===== src/rtl/channel_arbiter_if.sv =====
// Handshake bundle between channel_arbiter, its producers, the channel
// multiplexer and the downstream consumer.
interface channel_arbiter_if #(
  parameter int N  = 5,
  parameter int M  = 4,
  parameter int SW = 3
);
  logic [N-1:0]  req;
  logic [M-1:0]  mux_out;
  logic [SW-1:0] select;
  logic [N-1:0]  grant;
  logic          out_valid;
  logic [M-1:0]  out_data;
  logic          out_ready;

  // The arbiter side drives select/grant and the captured word.
  modport master (
    input  req, mux_out, out_ready,
    output select, grant, out_valid, out_data
  );

  modport slave (
    output req, mux_out, out_ready,
    input  select, grant, out_valid, out_data
  );
endinterface


===== src/rtl/channel_arbiter.sv =====
// Round-robin arbiter driving a channel multiplexer select, capturing its
// output one cycle later and presenting it through a valid/ready handshake.
module channel_arbiter #(
  parameter int N  = 5,
  parameter int M  = 4,
  parameter int SW = 3
) (
  input  logic               clk,
  input  logic               rst_n,
  channel_arbiter_if.master  bus
);

  typedef enum logic [1:0] {
    IDLE   = 2'd0,
    SELECT = 2'd1,
    HOLD   = 2'd2
  } state_t;

  localparam logic [SW-1:0] LAST_IDX = SW'(N - 1);

  state_t        state, state_d;
  logic [SW-1:0] last, last_d;
  logic [SW-1:0] select_d;
  logic [N-1:0]  grant_d;
  logic          out_valid_d;
  logic [M-1:0]  out_data_d;
  logic [SW-1:0] pick;
  logic [SW-1:0] idx;
  logic          found;

  // Search starts just after the last served channel and wraps N-1 -> 0
  // explicitly, so indices >= N are never produced for non power-of-two N.
  always_comb begin
    // NOTE: every variable written here gets a default first so no latch is inferred.
    pick  = last;
    found = 1'b0;
    idx   = last;
    for (int k = 0; k < N; k++) begin
      idx = (idx == LAST_IDX) ? '0 : idx + 1'b1;
      if (!found && bus.req[idx]) begin
        pick  = idx;
        found = 1'b1;
      end
    end
  end

  always_comb begin
    state_d     = state;
    last_d      = last;
    select_d    = bus.select;
    grant_d     = '0;
    out_valid_d = bus.out_valid;
    out_data_d  = bus.out_data;
    unique case (state)
      IDLE: begin
        if (|bus.req) begin
          select_d = pick;
          state_d  = SELECT;
        end
      end
      SELECT: begin
        // req is deliberately not re-checked: the picked channel is captured.
        out_data_d  = bus.mux_out;
        out_valid_d = 1'b1;
        grant_d     = N'(1) << bus.select;
        last_d      = bus.select;
        state_d     = HOLD;
      end
      HOLD: begin
        if (bus.out_valid && bus.out_ready) begin
          out_valid_d = 1'b0;
          if (|bus.req) begin
            select_d = pick;
            state_d  = SELECT;
          end else begin
            state_d = IDLE;
          end
        end
      end
      default: state_d = IDLE;
    endcase
  end

  // NOTE: sequential state uses non-blocking assignments so all registers update together.
  always_ff @(posedge clk or negedge rst_n) begin
    if (!rst_n) begin
      state         <= IDLE;
      last          <= LAST_IDX;
      bus.select    <= '0;
      bus.grant     <= '0;
      bus.out_valid <= 1'b0;
      bus.out_data  <= '0;
    end else begin
      state         <= state_d;
      last          <= last_d;
      bus.select    <= select_d;
      bus.grant     <= grant_d;
      bus.out_valid <= out_valid_d;
      bus.out_data  <= out_data_d;
    end
  end

endmodule

===== src/flat_wrapper.sv =====
// flat-port wrapper written by rule: the top's interface ports become plain ports
module channel_arbiter_flat 
#(
  parameter int N  = 5,
  parameter int M  = 4,
  parameter int SW = 3
)
  (clk, rst_n, bus_req, bus_mux_out, bus_out_ready, bus_select, bus_grant, bus_out_valid, bus_out_data);
  channel_arbiter_if #(.N(N), .M(M), .SW(SW)) bus_i ();
  input  logic clk;
  input  logic rst_n;
  input wire logic [$bits(bus_i.req)-1:0] bus_req;
  input wire logic [$bits(bus_i.mux_out)-1:0] bus_mux_out;
  input wire logic [$bits(bus_i.out_ready)-1:0] bus_out_ready;
  output wire logic [$bits(bus_i.select)-1:0] bus_select;
  output wire logic [$bits(bus_i.grant)-1:0] bus_grant;
  output wire logic [$bits(bus_i.out_valid)-1:0] bus_out_valid;
  output wire logic [$bits(bus_i.out_data)-1:0] bus_out_data;
  assign bus_i.req = bus_req;
  assign bus_i.mux_out = bus_mux_out;
  assign bus_i.out_ready = bus_out_ready;
  assign bus_select = bus_i.select;
  assign bus_grant = bus_i.grant;
  assign bus_out_valid = bus_i.out_valid;
  assign bus_out_data = bus_i.out_data;
  channel_arbiter #(.N(N), .M(M), .SW(SW)) u_core (.clk(clk), .rst_n(rst_n), .bus(bus_i));
endmodule

===== config.mk =====
export PLATFORM = sky130hd
export DESIGN_NAME = channel_arbiter_flat
export DESIGN_NICKNAME = d
export VERILOG_FILES = /design/src/rtl/channel_arbiter_if.sv /design/src/rtl/channel_arbiter.sv /design/src/flat_wrapper.sv
export SDC_FILE = /design/constraint.sdc
export NUM_CORES = 1
export LEC_CHECK = 0
export CORE_UTILIZATION = 53
export CTS_BUF_LIST = sky130_fd_sc_hd__clkbuf_16
export CTS_CLUSTER_SIZE = 16
export DETAILED_ROUTE_END_ITERATION = 8
export PLACE_DENSITY = 0.86
export SLEW_MARGIN = 40
export SYNTH_ARGS = -nofsm -noshare
export SYNTH_HDL_FRONTEND = slang
export SYNTH_SLANG_ARGS = --single-unit

===== constraint.sdc =====
create_clock -name clk -period 5.91 [get_ports clk]
set_input_delay 0.591 -clock clk [delete_from_list [all_inputs] [get_ports clk]]
set_output_delay 0.591 -clock clk [all_outputs]
set_load 0.03 [all_outputs]

### Word-level counts from Yosys, hierarchy flattened

Index checks and enable logic that the tools add are counted.

| word-level totals | value |
|---|---|
| register bits after elaboration | 18 |
| latch bits | 0 |
| RAM bits | 0 |
| bits in read-only memories | 0 |
| input port bits | 12 |
| output and inout port bits | 13 |
| logic and storage cells | 76 |
| memories kept | 0 |

| cells by class | value |
|---|---|
| add/subtract/negate cells | 5 |
| $mul | 0 |
| div/mod/pow operators | 0 |
| magnitude comparators | 5 |
| equality and inequality tests | 9 |
| shift operators | 1 |
| mux-type cells | 34 |
| bitwise gates (word level) | 0 |
| reductions and logical operators | 16 |

Operator list:

| cell | number |
|---|---|
| $mux 3 | 12 |
| $lt 3x4->1 const B | 5 |
| $add 3x1->3 const B | 5 |
| $bmux 1 s3 | 5 |
| $eq 3x3->1 const B | 5 |
| $mux 1 | 11 |
| $pmux 2 s3 | 1 |
| $pmux 3 s2 | 1 |
| $reduce_and 2->1 | 3 |
| $logic_and 1x1->1 | 5 |
| $mux 5 | 1 |
| $reduce_or 5->1 | 1 |
| $shl 1x3->5 const A | 1 |
| $logic_not 1->1 | 4 |
| $mux 2 | 2 |
| $ne 2x1->1 const B | 2 |
| $reduce_bool 2->1 | 2 |
| $eq 2x1->1 const B | 1 |
| $eq 2x2->1 const B | 1 |
| $logic_not 2->1 | 1 |
| $pmux 1 s2 | 1 |

### Depth between registers and ports, before layout

| logic depth | value |
|---|---|
| depth after elaboration | 20 |
| gate-level depth with buffers | 18 |
| gate-level depth less buffers | 15 |

### Worst setup path after synthesis

Ideal clock, no wire load.

| path | value |
|---|---|
| path kind | reg-to-reg |
| start | register u_core.last[0] |
| end | register u_core.bus.select[2] |
| library setup time | 0.129 ns |
| arrival time | 3.662 ns |
| required time | 5.781 ns |
| slack | 2.119 ns |
| stages on the path, launching flop included | 18 |
| path buffers | 3 |
| clock period less this slack | 3.791 ns |
| path through | dfrtp_1 > buf_2 > inv_1 > ha_1 > nand2_1 > nand2_1 > ha_1 > o21ai_1 > a22oi_4 > ha_1 > clkbuf_1 > o311a_4 > or3b_1 > a31oi_1 > buf_4 > nand3_1 > a32oi_1 > a31oi_1 |

| between the ends | value |
|---|---|
| longest elaborated chain between the ends | 20 |
| elaborated cells between the ends (all ways) | 45 |
| classes of those cells | add/sub (5); eq/ne (5); mux (27); reduce/logical (8) |

Ends and longest elaborated chain:

| item | RTL line | RTL |
|---|---|---|
| from (decl) | channel_arbiter.sv:22 | `logic [SW-1:0] last, last_d;` |
| from (signal assigned) | channel_arbiter.sv:95 | `last <= last_d;` |
| $add 3x1->3 or $eq 3x3->1 (tied branches) | channel_arbiter.sv:39 | `idx = (idx == LAST_IDX) ? '0 : idx + 1'b1;` |
| $mux 3 (*) | channel_arbiter.sv:39 |  |
| parallel branches: the longest is 14 deep, another holds $add 3x1->3 | -- |  |
| $mux 3 (*) | channel_arbiter.sv:40 | `if (!found && bus.req[idx]) begin` |
| $mux 3 (*) | channel_arbiter.sv:56, channel_arbiter.sv:72 |  |
| $mux 3 | channel_arbiter.sv:70 | `if (bus.out_valid && bus.out_ready) begin` |
| $pmux 3 s2 (*) | channel_arbiter.sv:54 | `unique case (state)` |
| to (signal assigned) | channel_arbiter.sv:96 | `bus.select <= select_d;` |
| to (decl) | channel_arbiter_if.sv:19 | `output select, grant, out_valid, out_data` |

Every way passes the cells marked *. The select of a mux whose other input is x is not followed.
A chain may end at the register's enable or synchronous reset.

### Worst setup path after layout

Ends and elaborated chain as after synthesis.

==> summary.txt <==
Post-synth ARST share: 1.00
Setup TNS: 0 ns
Synth Flop Type: dfrtp_1
Synthesis Warnings: 0
Unrepaired setup endpoints after global routing: false
CP Data Arrival Time: 4.47 ns
End of the critical path: u_core.bus.select[2]
FF-to-FF Start: u_core.last[0]
Worst-Skew Late Latency: 0.25 ns
Post-route DRC: 0
CP Cell Sequence: inv_1 > ha_1 > nand2_1 > nand2_1 > ha_1 > o21ai_1 > a22oi_4 > ha_1 > o311a_4 > or3b_1 > a31oi_2 > o41ai_1 > a32o_1 > a31oi_1
Vias: 1582
Buffer levels on the longest clock path: 2
Clock sink count: 18
Area Overhead vs Synth: 19.7%
Final Util: 0.664
Largest stage delay, worst path: 0.64 ns
Met1 WL: 1.74 mm
IO buf count: 24
Outcome: finished, final reports clean
Reg2Reg Depth: 14
Max Cap Viol: 0
Nets: 233
Top post-synthesis cells by area: dfrtp_1 25%, mux2i_1 6.5%, nand2_1 6.4%, ha_1 5.2%, nor2_1 2.7%
Reg-to-reg critical path endpoint: u_core.bus.select[2]
Setup crit end kind: register
DP HPWL: 3.05 mm
Post-CTS Resized: 0
Share of layout cells above drive strength 1: 0.122
TritonCTS Buffers: 3
FF-to-FF setup slack: 1.61 ns
WL per Instance: 15.4 um
Met3 wire length: 226 um
Most frequent cell on the critical path: ha_1
Die Y: 58.5 um
Mapped Area: 0.00169 mm2
GRT Total Usage: 0.259
CTS root buf: clkbuf_16
Slowest-stage cell, CP: dfrtp_1
GPL Wtd Cong: 0.977
DRT antenna net count: 0
Delay-heaviest family, CP: compound AO/OA/AOI/OAI gates
Gate Count Post-Synth: 192
First-pass GRT wire length: 6.82 mm
Routed wl met2: 1.91 mm
Unique cell type count in the Yosys netlist: 66
Vias per cell: 6.16
Die Footprint: 0.00342 mm2
Syn nets: 211
Post-synthesis sequential area ratio: 0.267
Worst slew pin tran: 0.801 ns
Area after DPL: 0.00194 mm2
Leading area contributor after synthesis: dfrtp_1
Final hold viol count: 0
Most common cell in the synthesized netlist: nand2_1
Initial Utilization: 0.555
Max-slew headroom: 0.463
Hold crit path type: primary input to asynchronous set/reset pin
# H-tree levels: 1
Total grt overflow: 0
# rows: 20
Final antenna diode count: 0
Setup Skew: 0.000696 ns
Max frequency: 232 MHz
First drt pass iteration count: 4
Startpoint types: register
Post-synth top area share: 0.251
Max Used Layer: met4
Vias in the first global route: 1433
Top post-synthesis cells by count: 29 x nand2_1, 17 x dfrtp_1, 12 x nor2_1
Critical Path RT: 6.08 ns
Crit path buf inv count: 1
CTS tree: built
Critical Path Start: u_core.last[0]
Hold_buf cts: 0
Cell count along the critical path: 14
Post-layout instance area: 0.00203 mm2
Hold_ws: 0.256 ns
Worst-path fanout max: 13
Largest net degree at the start of global routing: 19
Iter 0 DRT Violations: 58
Final Critical Period: 4.30 ns
Final period utilization: 0.728
EDFF count, synth: 0
WL final: 3.95 mm
Endpoints failing setup: 0
Synthesis-stage register bit count: 18
Initial antenna violation count: 0
Kind of critical path: register to register
Core Region: 0.00305 mm2
Syn Area/Cell: 8.82 um2
Clock-pin slew on the worst setup and hold paths: 0.05 ns
Final Max Tran Viols: 0
Post-CTS setup buffers: 0
Ports: 25
Die Span X: 58.5 um
## sequential cells by signal, indices dropped and copies added, names as in the netlist
register	flops
u_core.bus.grant	5
u_core.bus.out_data	4
u_core.bus.select	3
u_core.last	3
u_core.state	2
u_core.bus.out_valid	1
## through the flow
stage	instances	setup slack, ns
after floorplan	192	2.12
after global placement	252	1.64
after detailed placement	252	1.51
after CTS	256	1.46
after global routing	257	1.22
final	257	1.61
## worst register-to-register path, delay by kind of cell, from the launching register on
family	cells	cell delay, ns
buffers and inverters	1	0.15
adders and majority gates	3	1.02
and+or+nand+nor	3	0.67
DFF	1	0.64
AOI/OAI and AO/OA	7	1.75
## per-layer routing
metal  track usage  vias up
met2         0.437       67
met5             0        -
li1              -      756
met1         0.349      750
met4        0.0748        0
met3        0.0330        9
## worst min-delay path by stage
stage	end	slack [ns]	depth (start not counted)
global placement	u_core.bus.out_data[1]	0.46	2
global route	u_core.bus.out_data[2]	0.30	1
finish	u_core.bus.out_data[2]	0.26	1
floorplan	u_core.bus.grant[0]	0.30	0
detailed placement	u_core.bus.out_data[1]	0.46	2
CTS	u_core.bus.out_data[1]	0.48	2
## area by class of cell
| class | count | area [um2] |
|---|---|---|
| clock buffer | 3 | 75.1 |
| clock inverter | 1 | 3.75 |
| fill | 250 | 1030 |
| inverter | 12 | 45.0 |
| multi-input combinational | 154 | 1150 |
| sequential | 18 | 452 |
| tap | 44 | 55.1 |
| timing repair buffer | 25 | 240 |
## kinds of logic (layout without fill, tap and decap cells)
kind of cell	count (synthesis)	after routing	share of synthesized area
AO/OA/AOI/OAI	56	56	0.291
XOR/XNOR	1	1	0.00517
adder cells (fa/ha/maj)	7	7	0.0517
buffers and inverters	20	41	0.0547
flip-flops	18	18	0.267
multiplexers	15	15	0.101
AND/OR/NAND/NOR	75	75	0.230
## placed cells by master, fill, tap and decap left out, types with 4 or more instances in the layout
| cell | count |
|---|---|
| inv_1 | 11 |
| nor4_1 | 4 |
| dfrtp_1 | 17 |
| clkdlybuf4s50_1 | 23 |
| mux2i_1 | 11 |
| o21ai_0 | 6 |
| nor2_1 | 12 |
| a21oi_1 | 7 |
| nand2_1 | 29 |
| nand2b_1 | 5 |
| ha_1 | 7 |
Power is not shown: default switching activity piles up to over one toggle a cycle in this logic, so the estimate is an artifact.
